`config.mk`:
```
export PLATFORM = sky130hd
export DESIGN_NAME = pps_source_timer
export DESIGN_NICKNAME = d
export VERILOG_FILES = /design/src/rtl/pps_source_timer.sv
export SDC_FILE = /design/constraint.sdc
export NUM_CORES = 1
export LEC_CHECK = 0
export CORE_MARGIN = 5
export CORE_UTILIZATION = 40
export CTS_CLUSTER_SIZE = 30
export DETAILED_ROUTE_END_ITERATION = 7
export SLEW_MARGIN = 20
export SYNTH_ARGS = -nofsm -noshare
export SYNTH_HDL_FRONTEND = slang
export SYNTH_SLANG_ARGS = --single-unit
```
`constraint.sdc`:
```
create_clock -name clk_i -period 2.1 [get_ports clk_i]
set_clock_uncertainty 0.05 [all_clocks]
set_input_delay 0.42 -clock clk_i [delete_from_list [all_inputs] [get_ports clk_i]]
set_output_delay 0.42 -clock clk_i [all_outputs]
set_load 0.05 [all_outputs]
```
`src/rtl/pps_source_timer.sv`:
```
// PPS front end: synchronises three GPS PPS pins, selects one (or a software strobe),
// regenerates a fixed-width pulse and optional burst, and measures the PPS period.
module pps_source_timer #(
  parameter int unsigned SYNC_STAGES = 2,
  parameter int unsigned PULSE_LEN   = 4,
  parameter int unsigned BURST_COUNT = 8,
  parameter logic [27:0] MISS_LIMIT  = 28'd40000000
) (
  input  logic        clk_i,
  input  logic        rst_i,
  input  logic        wr_i,
  input  logic [1:0]  addr_i,
  input  logic [31:0] dat_i,
  output logic [31:0] dat_o,
  input  logic        pps_a_i,
  input  logic        pps_b_i,
  input  logic        pps_g_i,
  output logic        pps_o,
  output logic        pps_burst_o,
  output logic        pps_missing_o
);

  localparam logic [27:0] LIVE_MAX   = 28'hFFFFFFF;
  localparam logic [27:0] MISS_AT    = MISS_LIMIT - 28'd1;
  localparam logic [7:0]  PULSE_LAST = 8'(PULSE_LEN - 1);
  localparam logic [7:0]  BURST_LAST = 8'(BURST_COUNT - 1);

  typedef enum logic {P_IDLE, P_HIGH} pulse_state_t;
  typedef enum logic [1:0] {B_IDLE, B_HI, B_LO} burst_state_t;

  logic [SYNC_STAGES-1:0] r_sync_a, r_sync_b, r_sync_g;
  logic [3:0]  w_lvl;
  logic        w_wr0, w_clr, w_edge, w_unused;
  logic [1:0]  r_sel;
  logic        r_burst_en, r_sw, r_prev, r_edge;
  logic [27:0] r_live, r_period;
  logic [15:0] r_count;
  logic        r_missing;
  pulse_state_t r_pstate, w_pstate_nxt;
  burst_state_t r_bstate, w_bstate_nxt;
  logic [7:0]  r_pcnt, r_bcnt;

  // Pins are asynchronous; only the last stage of each chain is used downstream.
  always_ff @(posedge clk_i) begin
    r_sync_a <= {r_sync_a[SYNC_STAGES-2:0], pps_a_i};
    r_sync_b <= {r_sync_b[SYNC_STAGES-2:0], pps_b_i};
    r_sync_g <= {r_sync_g[SYNC_STAGES-2:0], pps_g_i};
  end

  assign w_lvl = {1'b0, r_sync_g[SYNC_STAGES-1], r_sync_b[SYNC_STAGES-1], r_sync_a[SYNC_STAGES-1]};

  // wr_i is a single-cycle strobe with no back-pressure; only address 0 is writable.
  assign w_wr0    = wr_i && (addr_i == 2'd0);
  assign w_clr    = w_wr0 && dat_i[4];
  assign w_edge   = (r_sel == 2'd3) ? r_sw : (w_lvl[r_sel] & ~r_prev);
  assign w_unused = ^dat_i[31:5];

  always_ff @(posedge clk_i) begin
    if (rst_i) begin
      r_sel      <= 2'd0;
      r_burst_en <= 1'b0;
      r_sw       <= 1'b0;
      r_prev     <= w_lvl[0];
      r_edge     <= 1'b0;
    end else begin
      r_sw   <= w_wr0 && (dat_i[1:0] == 2'd3) && dat_i[2];
      r_edge <= w_edge;
      if (w_wr0) begin
        r_sel      <= dat_i[1:0];
        r_burst_en <= dat_i[3];
        // Seed history from the new source so an already-high input is not an edge.
        r_prev     <= w_lvl[dat_i[1:0]];
      end else begin
        r_prev <= w_lvl[r_sel];
      end
    end
  end

  always_ff @(posedge clk_i) begin
    if (rst_i || w_clr) begin
      r_period  <= 28'd0;
      r_live    <= 28'd0;
      r_count   <= 16'd0;
      r_missing <= 1'b0;
    end else if (r_edge) begin
      r_period  <= (r_live == LIVE_MAX) ? LIVE_MAX : r_live + 28'd1;
      r_live    <= 28'd0;
      r_count   <= r_count + 16'd1;
      r_missing <= 1'b0;
    end else begin
      r_live <= (r_live == LIVE_MAX) ? LIVE_MAX : r_live + 28'd1;
      if (r_live == MISS_AT) r_missing <= 1'b1;
    end
  end

  always_ff @(posedge clk_i) begin
    if (rst_i) begin
      r_pstate <= P_IDLE;
      r_pcnt   <= 8'd0;
    end else begin
      r_pstate <= w_pstate_nxt;
      r_pcnt   <= (r_pstate == P_HIGH) ? r_pcnt + 8'd1 : 8'd0;
    end
  end

  always_comb begin
    w_pstate_nxt = r_pstate;
    case (r_pstate)
      P_IDLE:  if (r_edge) w_pstate_nxt = P_HIGH;
      P_HIGH:  if (r_pcnt == PULSE_LAST) w_pstate_nxt = P_IDLE;
      default: w_pstate_nxt = P_IDLE;
    endcase
  end

  always_comb begin
    pps_o = (r_pstate == P_HIGH);
  end

  always_ff @(posedge clk_i) begin
    if (rst_i) begin
      r_bstate <= B_IDLE;
      r_bcnt   <= 8'd0;
    end else begin
      r_bstate <= w_bstate_nxt;
      case (r_bstate)
        B_IDLE:  r_bcnt <= 8'd0;
        B_LO:    r_bcnt <= r_bcnt + 8'd1;
        default: r_bcnt <= r_bcnt;
      endcase
    end
  end

  // burst_en is only consulted at the start, so clearing it lets a running burst finish.
  always_comb begin
    w_bstate_nxt = r_bstate;
    case (r_bstate)
      B_IDLE:  if (r_edge && r_burst_en) w_bstate_nxt = B_HI;
      B_HI:    w_bstate_nxt = B_LO;
      B_LO:    w_bstate_nxt = (r_bcnt == BURST_LAST) ? B_IDLE : B_HI;
      default: w_bstate_nxt = B_IDLE;
    endcase
  end

  always_comb begin
    pps_burst_o = (r_bstate == B_HI);
  end

  assign pps_missing_o = r_missing;

  always_ff @(posedge clk_i) begin
    if (rst_i) begin
      dat_o <= 32'd0;
    end else begin
      case (addr_i)
        2'd0:    dat_o <= {27'd0, r_missing, r_burst_en, 1'b0, r_sel};
        2'd1:    dat_o <= {4'd0, r_period};
        2'd2:    dat_o <= {16'd0, r_count};
        default: dat_o <= {4'd0, r_live};
      endcase
    end
  end

endmodule

```
; After elaboration in Yosys (flattened, before gate mapping)
; Index checks and enable logic that the tools add are counted.
; W data, S select, Z words.
[classes]
n_addsub = 4
n_mul = 0
div_mod_pow = 0
order_cmp = 2
eq_ne = 11
shifts = 0
n_mux = 16
bitwise_logic = 3
reduce_logical = 11
[op_table]
columns = cell, count
row1 = $pmux W28 S3, 1
row2 = $add A28 B1 Y28 const B, 1
row3 = $eq A28 B26 Y1 const B, 1
row4 = $eq A28 B28 Y1 const B, 1
row5 = $mux W28, 1
row6 = $add A16 B1 Y16 const B, 1
row7 = $add A8 B1 Y8 const B, 2
row8 = $pmux W8 S2, 1
row9 = $eq A2 B2 Y1 const B, 4
row10 = $eq A8 B2 Y1 const B, 1
row11 = $eq A8 B3 Y1 const B, 1
row12 = $mux W1, 8
row13 = $lt A2 B3 Y1 const B, 2
row14 = $pmux W2 S3, 1
row15 = $logic_and A1 B1 Y1, 5
row16 = $bmux W1 S2, 2
row17 = $eq A2 B1 Y1 const B, 2
row18 = $logic_not A2 Y1, 2
row19 = $reduce_or A2 Y1, 2
row20 = $mux W2, 1
row21 = $ne A2 B2 Y1 const B, 1
row22 = $not A1 Y1, 2
row23 = $pmux W1 S2, 1
row24 = $reduce_bool A2 Y1, 1
row25 = 2 further kinds, 2
[totals]
reg_bits = 136
latch_bits = 0
mem_bits_rw = 0
romBits = 0
out_inout_bits = 35
wordCells = 64
n_memories = 0

; Logic depth before layout (Yosys ltp)
; Gate-level depths: netlist (run 1).
[depth]
word_depth = 5
mapped_depth = 7
mapped_depth_nobuf = 6

; Least setup slack after synthesis (run 1)
; Ideal clock, no wire load.
[synth_path]
path_kind = register to register
from = reg r_live[0]
to = reg r_period[16]
setup_ps = 66
t_arrival_ps = 2236
t_required_ps = 1984
slack_ps = -253
stages_incl_launch_ff = 8
path_buffers = 1
synth_period_minus_slack_ps = 2353
path_cell_list = dfxtp_1 -> ha_1 -> nand3_2 -> or4_4 -> or4_4 -> and2_4 -> buf_6 -> a21oi_2
[synth_via]
elab_chain_cells = 2
[synth_rtl]
columns = item, line
row1 = start: declaration, 36  ; logic [27:0] r_live, r_period;
row2 = start signal: assignment, 91  ; r_live <= (r_live == LIVE_MAX) ? LIVE_MAX : r_live + 28'd1;
row3 = $add A28 B1 Y28 / $eq A28 B28 Y1 (equally long branches), 86  ; r_period <= (r_live == LIVE_MAX) ? LIVE_MAX : r_live + 28'd1;
row4 = $mux W28 *, 86
row5 = end signal: assignment, 86
row6 = end: declaration, 36
; Mark *: on every way between the ends. The rest lies on a longest branch, timed or not.
; A chain may end at the register's enable or synchronous reset.

; Worst setup path in the final report (run 1)
[layout_path]
from = reg r_live[1]
to = reg r_period[19]
; Same word-level chain as after synthesis.

==> run_results.csv, run 1 <==
group,metric,value,unit
cells_and_area,fin_cells,871,
job,maxCapViolCount,0,
synthesis,ys_seq_area_frac,0.478,
timing,hold_viol,0,
critical_path,crit_required,2.40,ns
synthesis,synth_edf_count,0,
global_route,grt.overflow.total,0,
worst_hold_path,hold_path_class,"reg2reg",
power_and_ir_drop,switching_share,0.221,
critical_path,path_max_fanout,6,
floorplanning,core,0.0137,mm^2
critical_path,r2r-start,"r_live[1]",
placed_design,dp.cells,837,
synthesis,yosysWarnings,0,
clocking,cts_inserted_buffers,17,
routing,wire_per_inst,15.1,um
power_and_ir_drop,p_clk_frac,0.492,
floorplanning,rows,43,
power_and_ir_drop,total_power,5.78,mW
power_and_ir_drop,power_density,817,mW/mm^2
timing,fin_crit_sh,0.991,
placed_design,place_hpwl,9240,um
power_and_ir_drop,p_sw,1.28,mW
synthesis,yosysTopAreaCellShare,0.478,
synthesis,avgSynthCellArea,9.16,um^2
cells_and_area,fin_nets,722,
clocking,cts_buffer_depth,2,
timing,slew_headroom,0.617,
clocking,insertion_delay,0.42,ns
synthesis,synthCells,603,
timing,setup-violations-final,0,
power_and_ir_drop,p_comb_frac,0.059,
global_route,grt_pass1_vias,4570,
cells_and_area,final_cell_mix,"dfxtp_1 (128), nor2_1 (112), buf_4 (46)",
synthesis,ys_async_sr_fraction,0,
routing,num_vias,4574,
global_route,grt_first_pass_wirelength,22500,um
routing,drc,0,
power_and_ir_drop,p_leak,2.63,nW
floorplanning,ios,75,
synthesis,synth-seq-cells,132,
critical_path,path_class,"reg2reg",
cells_and_area,final_common_cell,"dfxtp_1",
synthesis,synthFlopType,"dfxtp_1",
floorplanning,die_h,128,um
cells_and_area,num_antenna_cells,0,
clocking,cts_tree,"done",
floorplanning,dieArea,0.0163,mm^2
cells_and_area,drive_gt1_frac,0.179,
timing,maxSlewViolCount,0,
global_route,grtUsageTotal,0.170,
critical_path,cp-startpoint,"r_live[1]",
synthesis,synth.area.top_cells,"dfxtp_1 (48%), nor2_1 (7.7%), xor2_1 (4.0%), xnor2_1 (3.2%), mux2i_1 (3.1%)",
timing,period_needed,2.08,ns
synthesis,yosysUniqueCellTypes,54,
clocking,cts_max_level,4,
power_and_ir_drop,p_seq_frac,0.450,
routing,totalWireLength,13200,um
critical_path,start_kind,"flip-flop",
routing,antenna_left,0,
global_route,grt_antenna_before_repair,0,
outcome,run_status,"finished, final reports clean",
clocking,clk_pin_slew,0.06,ns
power_and_ir_drop,ir_drop,0.000568,V
timing,rsz0062_at_grt,"true",
routing,drt_iter0_markers,449,
worst_hold_path,min-delay-start,"r_sync_b[0]",
clocking,root_buffer,"clkbuf_16",
clocking,clock_sink_count,132,
critical_path,cp-end-kind,"flip-flop",
timing,fmax,0.481,GHz
synthesis,synth_largest_area_cell,"dfxtp_1",
floorplanning,die_w,128,um
floorplanning,start_util,0.403,
placed_design,place_congestion,0.909,
synthesis,synthesis.area,0.00552,mm^2
routing,routed_via_density,5.25,
global_route,grt_max_degree,59,
cells_and_area,syn2layout_area_growth,28.0,%
power_and_ir_drop,intPower,4.50,mW
routing,firstDrtPassIters,4,
critical_path,crit_arrival,2.38,ns
placed_design,portBuffers,43,
clocking,cts_hold_buffers,0,
timing,worstMarginPinSlew,0.575,ns
## critical path: stages, from the launching register on
cell,delay [ns]
dfxtp_2,0.35
ha_4,0.15
nand3_4,0.08
or4_4,0.50
or4_4,0.55
and2_4,0.21
a21oi_2,0.13
## stage by stage
step | worst slack, ns | hold WS [ns] | area, um^2 | util | TNS, ns
after floorplan | -0.0515 | 0.260 | 5560 | - | -0.333
after global placement | 0.0114 | 0.277 | 6450 | 0.470 | 0
after detailed placement | -0.0185 | 0.276 | 6450 | 0.470 | -0.0699
after CTS | 0.00792 | 0.289 | 7040 | 0.513 | 0
after global routing | -0.0480 | 0.301 | 7070 | 0.515 | -0.225
final | 0.0196 | 0.284 | 7070 | 0.515 | 0
## layer usage
layer / GRT usage / part of all wire / vias up
li1: - / - / 2258
met4: 0.0625 / 0.014 / 0
met1: 0.227 / 0.47 / 2213
met5: 0 / 0 / -
met2: 0.271 / 0.48 / 88
met3: 0.0397 / 0.037 / 15
## Yosys cell counts, types with 8 or more instances
cell type and count:
mux2i_1 17, nor2b_1 10, nand3_1 23, a211oi_1 9
a31oi_1 8, mux2_2 10, xnor2_1 20, a21oi_1 29
clkbuf_1 26, a22oi_1 12, nor4_1 11, nand2_1 23
dfxtp_1 132, and3_1 8, nor2_1 113, nand4_1 18
xor2_1 25, o21ai_0 22
## power by group through the flow
stage	combinational (mW)	clock [mW]	sequential (mW)
after floorplan	0.191	0	2.67
after global placement	0.334	0	2.65
after detailed placement	0.339	0	2.65
after CTS	0.342	2.89	2.60
after global routing	0.372	3.01	2.60
final	0.340	2.84	2.60
## final timing paths
path | endpoint | slack (ns) | cells past startpoint
hold reg to reg | r_sync_b[1] | 0.28 | 0
setup reg to reg | r_period[19] | 0.02 | 6
hold / removal | r_sync_b[1] | 0.28 | 0
setup / recovery | r_period[19] | 0.02 | 6
## sequential cells by signal, summed over array words and instances, names as in the netlist
name           cells
dat_o             28
r_live            28
r_period          28
r_count           16
r_bcnt             8
r_pcnt             8
r_bstate           2
r_sel              2
r_sync_a           2
r_sync_b           2
r_sync_g           2
pps_missing_o      1
pps_o              1
r_burst_en         1
r_edge             1
r_prev             1
r_sw               1
## kinds of logic (layout without fill, tap and decap cells)
family / count (synthesis) / in the layout / share of synthesized area
and+or+nand+nor: 245 / 246 / 0.224
DFF: 132 / 132 / 0.478
AOI/OAI and AO/OA: 99 / 99 / 0.113
buffers and inverters: 46 / 130 / 0.0362
xor gates and xnor gates: 45 / 45 / 0.0714
muxes: 31 / 31 / 0.0675
adders and majority gates: 4 / 4 / 0.00906
other: 1 / 4 / 0.000679
## timing repair
| action | in CTS | in global routing |
|---|---|---|
| buffers inserted | 0 | 1 |
| resized for setup | 4 | 7 |
| cloned | 1 | 0 |
| endpoints found under the setup margin | 11 | 21 |
| hold endpoints to repair | 0 | 0 |
| pin swaps | 1 | 3 |
## cell type report
class / count / area [um^2]
Fill cell: 1272 / 6650
Timing Repair Buffer: 93 / 855
Inverter: 5 / 18.8
Clock buffer: 22 / 464
Clock inverter: 10 / 106
Multi-Input combinational cell: 429 / 2750
Sequential cell: 132 / 2650
Tap cell: 180 / 225
(Power assumes the default switching activity.)
==> run 2, diff against run 1 <==
clock period = 1.85 ns   (was 2.1 ns; I/O delays follow)
==> run 2 against run 1 <==
The run now ends with setup timing left. Via count up 1.6%. Non-clock buffer count up 26. Register-to-register slack worse by 0.31 ns. Setup slack worse by 0.31 ns. Fmax down 2.6%. Sequential cell count unchanged. Cell count up 2.5%. Cell area up 3.7%. Clock power up 5%. Routed wire length up 2.1%. Total power up 9.6%. Sequential power up 13%.
==> run_results.csv, run 2 (synthesized netlist as in run 1, its figures left out) <==
group,metric,value,unit
outcome,run_status,"complete, but fails checks",
outcome,failed_checks,"setup timing",
clocking,clock_sink_count,132,
power_and_ir_drop,intPower,4.93,mW
cells_and_area,drive_gt1_frac,0.285,
routing,antenna_left,0,
routing,drt_iter0_markers,335,
clocking,cts_max_level,4,
cells_and_area,reg_top3,"dat_o (28), r_live (28), r_period (28)",
global_route,grt.overflow.total,0,
power_and_ir_drop,switching_share,0.221,
critical_path,path_class,"reg2reg",
global_route,grtUsageMet2,0.270,
timing,rsz0062_at_grt,"true",
job,maxCapViolCount,0,
critical_path,cp-end-kind,"flip-flop",
global_route,grt_antenna_before_repair,0,
routing,num_vias,4646,
floorplanning,ios,75,
floorplanning,die_w,128,um
routing,totalWireLength,13500,um
clocking,root_buffer,"clkbuf_16",
clocking,cts_hold_buffers,0,
power_and_ir_drop,ir_drop,0.000673,V
timing,fmax,0.468,GHz
timing,hold_slack,0.283,ns
timing,fin_crit_sh,1.15,
power_and_ir_drop,power_density,864,mW/mm^2
critical_path,start_kind,"flip-flop",
critical_path,path_max_fanout,6,
clocking,cts_tree,"done",
clocking,insertion_delay,0.41,ns
global_route,grt_first_pass_wirelength,22700,um
placed_design,place_area,0.00662,mm^2
routing,wire_per_inst,15.1,um
timing,maxSlewViolCount,0,
floorplanning,dieArea,0.0163,mm^2
clocking,cts_inserted_buffers,17,
power_and_ir_drop,p_comb_frac,0.065,
timing,setup-violations-final,47,
global_route,use_met1,0.235,
critical_path,crit_arrival,2.43,ns
cells_and_area,final_cell_mix,"dfxtp_1 (129), nor2_1 (101), buf_4 (97)",
cells_and_area,num_antenna_cells,0,
floorplanning,start_util,0.403,
clocking,clk_pin_slew,0.05,ns
timing,hold_viol,0,
cells_and_area,syn2layout_area_growth,32.7,%
critical_path,crit_required,2.15,ns
routing,drc,0,
placed_design,portBuffers,43,
timing,worstMarginPinSlew,0.574,ns
power_and_ir_drop,p_sw,1.40,mW
floorplanning,core,0.0137,mm^2
cells_and_area,final_common_cell,"dfxtp_1",
routing,firstDrtPassIters,5,
clocking,cts_buffer_depth,2,
worst_hold_path,hold_path_class,"reg2reg",
global_route,grt_max_degree,56,
floorplanning,rows,43,
power_and_ir_drop,p_leak,2.84,nW
routing,routed_via_density,5.20,
placed_design,place_congestion,0.930,
placed_design,place_hpwl,9450,um
cells_and_area,fin_area,0.00733,mm^2
global_route,met3_usage,0.0497,
power_and_ir_drop,p_clk_frac,0.469,
critical_path,r2r_slack,-0.29,ns
timing,period_needed,2.14,ns
cells_and_area,fillers,1265,
power_and_ir_drop,p_seq_frac,0.466,
timing,setup_ws,-0.286,ns
global_route,grt-busiest-layer,"met2",
floorplanning,die_h,128,um
global_route,grt_pass1_vias,4606,
cells_and_area,fin_nets,748,
timing,slew_headroom,0.617,
global_route,grtUsageTotal,0.174,
==> run 2: cell types whose count changed in the layout (fill, tap and decap cells not counted), sizes merged <==
cell,delta
dlygate4sd2,-2
clkinv,-3
clkdlybuf4s50,-28
buf,+56
bufinv,-2
clkbuf,+1
==> run 2: repair_timing <==
| item | in CTS | in global routing |
|---|---|---|
| setup endpoints to repair | 47 | 54 |
| resized for setup | 8 | 21 |
| gates cloned | 1 | 0 |
| pin swaps | 5 | 4 |
| buffers inserted | 3 | 5 |
==> run 2: power by group through the flow <==
stage / registers [mW] / logic (mW) / clock network [mW]
after floorplan: 3.03 / 0.226 / 0
final: 2.95 / 0.413 / 2.97
after CTS: 2.95 / 0.398 / 3.05
after detailed placement: 3.01 / 0.395 / 0
after global placement: 3.01 / 0.391 / 0
after global routing: 2.96 / 0.448 / 3.21
==> run 2: cell type report <==
class                      count  area (um^2)  share of cell area
clock buffer                  23          498              0.0679
clock inverter                 5         27.5             0.00375
inverter                       5         18.8             0.00256
multi-input combinational    429         2900               0.395
sequential                   132         2650               0.361
tap                          180          225              0.0307
timing repair buffer         119         1010               0.138
==> run 2: per-layer routing <==
metal | up-vias | routed length [um]
li1 | 2306 | -
met1 | 2203 | 6430
met2 | 121 | 6180
met3 | 16 | 679
met4 | 0 | 167
met5 | - | 0
==> run 2: worst max-delay path, cell delays in order (launching register included) <==
cell and delay [ns]:
dfxtp_2 0.35, ha_4 0.15, nand3_4 0.07, or4_4 0.54
or4_4 0.58, and2_4 0.21, a21oi_2 0.12
==> run 2: per-stage QoR <==
step	utilization	setup TNS, ns	instances	power (mW)	setup WS, ns
final	0.534	-8.96	893	6.33	-0.286
after global routing	0.534	-11.98	893	6.61	-0.339
after CTS	0.526	-9.30	888	6.40	-0.271
after detailed placement	0.482	-10.16	856	3.41	-0.298
after global placement	0.482	-9.75	856	3.40	-0.259
after floorplan	-	-7.20	606	3.26	-0.301
==> run 2: path summary, 6_finish.rpt <==
kind | from | to | cells past startpoint
hold / removal | r_sync_b[0] | r_sync_b[1] | 0
hold reg to reg | r_sync_b[0] | r_sync_b[1] | 0
setup / recovery | r_live[1] | r_period[25] | 6
setup reg to reg | r_live[1] | r_period[25] | 6
==> run 3, diff against run 2 <==
clock period = 2.4 ns   (was 1.85 ns; I/O delays follow)
==> run 3 against run 2 <==
The flow now finishes without violations. First-iteration DRC count down 2.4%. Worst hold slack got worse by 0.0070 ns. Non-clock buffer count fell by 40. Fmax is 6.3% lower. Cell area fell by 5.6%. Global-route usage shrank 0.75 points. Critical path type unchanged. Largest cell class unchanged. Largest power group unchanged.
==> run_results.csv, run 3 (synthesized netlist as in run 1, its figures left out) <==
group,metric,value,unit
timing,setup-violations-final,0,
clocking,clock_sink_count,132,
routing,antenna_left,0,
clocking,post_cts_resized,1,
power_and_ir_drop,intPower,4.17,mW
global_route,grt.overflow.total,0,
cells_and_area,reg_top3,"dat_o (28), r_live (28), r_period (28)",
power_and_ir_drop,switching_share,0.210,
critical_path,crit_arrival,2.56,ns
cells_and_area,num_antenna_cells,0,
clocking,cts_max_level,4,
clocking,cts_buffer_depth,2,
cells_and_area,syn2layout_area_growth,25.2,%
floorplanning,die_h,128,um
global_route,grt_antenna_before_repair,0,
clocking,postCtsSetupRepairBufs,0,
critical_path,path_class,"reg2reg",
clocking,cts_hold_buffers,0,
clocking,cts_inserted_buffers,17,
clocking,insertion_delay,0.41,ns
global_route,grtUsageTotal,0.166,
power_and_ir_drop,p_comb_frac,0.054,
outcome,run_status,"finished, final reports clean",
global_route,met3_usage,0.0523,
worst_hold_path,hold_path_class,"reg2reg",
clocking,root_buffer,"clkbuf_16",
routing,drt_iter0_markers,327,
global_route,grt_pass1_vias,4449,
power_and_ir_drop,p_sw,1.11,mW
worst_hold_path,min_to,"r_sync_g[1]",
floorplanning,ios,75,
routing,totalWireLength,12900,um
timing,period_needed,2.28,ns
worst_hold_path,min_path_cells,0,
timing,slew_headroom,0.520,
timing,hold_viol,0,
power_and_ir_drop,p_clk_frac,0.515,
timing,rsz0062_at_grt,"false",
floorplanning,die_w,128,um
timing,worstMarginPinSlew,0.714,ns
critical_path,cp-end-kind,"flip-flop",
routing,wire_per_inst,15.1,um
timing,fin_setup_tns,0,ns
power_and_ir_drop,p_leak,2.55,nW
floorplanning,rows,43,
critical_path,r2r-start,"r_live[0]",
cells_and_area,fillers,1293,
routing,routed_via_density,5.29,
worst_hold_path,min-delay-start,"r_sync_g[0]",
critical_path,crit_required,2.68,ns
floorplanning,dieArea,0.0163,mm^2
floorplanning,start_util,0.403,
floorplanning,core,0.0137,mm^2
timing,fin_crit_sh,0.950,
cells_and_area,drive_gt1_frac,0.145,
timing,fmax,0.439,GHz
critical_path,path_max_fanout,8,
placed_design,portBuffers,43,
global_route,grt_max_degree,56,
cells_and_area,final_cell_mix,"dfxtp_1 (131), nor2_1 (113), clkdlybuf4s50_1 (42)",
placed_design,place_hpwl,9030,um
routing,firstDrtPassIters,4,
placed_design,place_congestion,0.908,
critical_path,reg2reg_to,"r_period[17]",
cells_and_area,final_common_cell,"dfxtp_1",
timing,maxSlewViolCount,0,
global_route,grt-busiest-layer,"met2",
critical_path,start_kind,"flip-flop",
cells_and_area,fin_nets,707,
power_and_ir_drop,p_seq_frac,0.431,
clocking,cts_tree,"done",
routing,drc,0,
global_route,grtUsageMet2,0.264,
job,maxCapViolCount,0,
global_route,use_met1,0.212,
power_and_ir_drop,total_power,5.27,mW
power_and_ir_drop,power_density,762,mW/mm^2
clocking,clk_pin_slew,0.06,ns
critical_path,r2r_slack,0.12,ns
power_and_ir_drop,ir_drop,0.000437,V
global_route,grt_first_pass_wirelength,21800,um
critical_path,r2r_cells,6,
routing,num_vias,4524,
run 3: cell types whose count changed in the layout (fill, tap and decap cells not counted), sizes merged:
cell / before / now
clkdlybuf4s50: 12 / 42
buf: 107 / 36
clkbuf: 23 / 22
or4: 3 / 2
dlygate4sd2: 0 / 1
bufinv: 0 / 4
run 3: layout make-up:
cell class / count / area [um^2] / area share
multi-input combinational: 428 / 2690 / 0.389
sequential: 132 / 2640 / 0.382
timing repair buffer: 79 / 712 / 0.103
clock buffer: 22 / 474 / 0.0686
tap: 180 / 225 / 0.0326
clock inverter: 9 / 151 / 0.0219
inverter: 5 / 18.8 / 0.00271
run 3: how the worst max path moves through the flow:
stage	from	end	slack, ns
global route	r_live[0]	r_period[17]	0.03
floorplan	r_live[0]	r_period[16]	0.05
global placement	r_live[14]	r_period[23]	0.18
finish	r_live[0]	r_period[17]	0.12
CTS	r_live[0]	r_period[17]	0.11
detailed placement	r_live[0]	r_period[17]	0.14
run 3: power groups by stage:
stage | Sequential, mW | Clock, mW | Combinational (mW)
6_report | 2.27 | 2.72 | 0.284
5_1_grt | 2.28 | 2.88 | 0.310
4_1_cts | 2.27 | 2.78 | 0.286
3_5_place_dp | 2.32 | 0 | 0.285
3_3_place_gp | 2.32 | 0 | 0.280
2_1_floorplan | 2.34 | 0 | 0.165
run 3: through the flow:
stage                     instance area [um^2]  hold WS [ns]   util  setup WS [ns]  cells
after floorplan                           5530         0.260      -         0.0473    606
after global placement                    6290         0.265  0.459          0.178    824
after detailed placement                  6290         0.265  0.459          0.142    824
after CTS                                 6920         0.279  0.504          0.112    855
after global routing                      6920         0.284  0.504         0.0269    855
final                                     6920         0.276  0.504          0.121    855
run 3: routing by layer:
| layer | up-vias | routed length (um) |
|---|---|---|
| li1 | 2235 | - |
| met1 | 2181 | 6060 |
| met2 | 95 | 6230 |
| met3 | 13 | 489 |
| met4 | 0 | 140 |
| met5 | - | 0 |
run 3: worst max-delay path, stage by stage (launching register included):
cell     delay [ns]
dfxtp_1        0.34
ha_1           0.20
nand3_2        0.10
or4_4          0.53
or4_4          0.61
buf_4          0.19
a31oi_1        0.18
==> patch, RTL diff (config.mk and constraints of run 2) <==
Change the parameter `SYNC_STAGES` from 2 to 8.
--- a/src/rtl/pps_source_timer.sv
+++ b/src/rtl/pps_source_timer.sv
@@ -3,3 +3,3 @@
 module pps_source_timer #(
-  parameter int unsigned SYNC_STAGES = 2,
+  parameter int unsigned SYNC_STAGES = 8,
   parameter int unsigned PULSE_LEN   = 4,
Check against the original RTL: not equivalent (Yosys sat finds a counterexample within 4 cycles, from zero or initial values and one cycle with rst_i high).
==> patch against run 2 <==
The flow still finishes with violations (negative setup slack). Fmax up 15%. First-iteration DRC count decreased by 20%. Synthesized area rose by 7.6%. Clock power up 20%. Power increased by 15%. Worst setup slack improved by 0.28 ns. Count of clock-buffer cells in the layout fell by 2. Design area grew 7.5%. Wire length rose by 10%. Final cell count up 4.8%. Synthesized cell count increased by 5.0%. Combinational power fell by 3%. Sequential cell count is 18 higher. Critical endpoint is now r_live[26]$_SDFF_PP0_. Largest cell class is now sequential cells.
==> patch: results (changes against run 2) <==
* Post-route core utilization at 0.542 (+0.00785)
* Outcome: finished, violations left
* Placed Area at 7040 um2 (+6.3%)
* Max VDD drop at 667 uV (-0.89%)
* Layout non-clock buf frac at 0.134 (-0.00376)
* PostCTS Resize Cnt at 15 (+7)
* Synth top area cells: dfxtp_1 51%, nor2_1 7.0%, xor2_1 4.7%
* Met2 routed WL at 7020 um (+13%)
* Sink Count at 150 (+14%)
* Synth cell types at 59 (+9.3%)
* Final worst setup slack at -0.00173 ns (+0.284 ns)
* Worst Tran Pin Value at 0.589 ns (+0.0152 ns)
* Post-CTS Setup Bufs at 2 (-1)
* FF/Latch Area at 3020 um2 (+14%)
* Worst EP arrival at 2.10 ns (-0.33 ns)
* Violated checks: negative setup slack
* Clock buffers at 21 (-8.7%)
* Post-place setup slack at -0.365 ns (-0.0677 ns)
* Met3 Track Usage GR at 0.0511 (+0.00140)
* Met1 usage at 0.224 (-0.0108)
* Metal1 wirelength at 6870 um (+6.9%)
* Layout fillers at 1315 (+4.0%)
* P_leak at 3.15 nW (+11%)
* Final HPWL DP at 10600 um (+12%)
* Slowest CP cell: dfxtp_1
* Setup Viol. Count Final at 2 (-96%)
-- patch: report_power, final --
group          total (W)  leakage [nW]  switching, W  internal [W]
clock network    0.00355         0.289       0.00128       0.00227
logic           0.000402          1.64      0.000239      0.000163
registers        0.00337          1.23     0.0000444       0.00332
total            0.00731          3.15       0.00156       0.00576
-- patch: logic make-up after synthesis --
kind of cell	share of synthesized area
muxes	0.0699
AOI/OAI and AO/OA	0.0948
xor gates and xnor gates	0.0649
DFF	0.505
and+or+nand+nor	0.219
buffers and inverters	0.0368
other	0.000631
adders and majority gates	0.00842
-- patch: worst paths after layout --
path,start,depth (start not counted),to,slack [ns]
setup / recovery,r_live[14]$_SDFF_PP0_,6,r_live[26]$_SDFF_PP0_,-0.002
hold / removal,r_sync_g[6]$_DFF_P_,0,r_sync_g[7]$_DFF_P_,0.27
setup reg to reg,r_live[14]$_SDFF_PP0_,6,r_live[26]$_SDFF_PP0_,-0.002
hold reg to reg,r_sync_g[6]$_DFF_P_,0,r_sync_g[7]$_DFF_P_,0.27
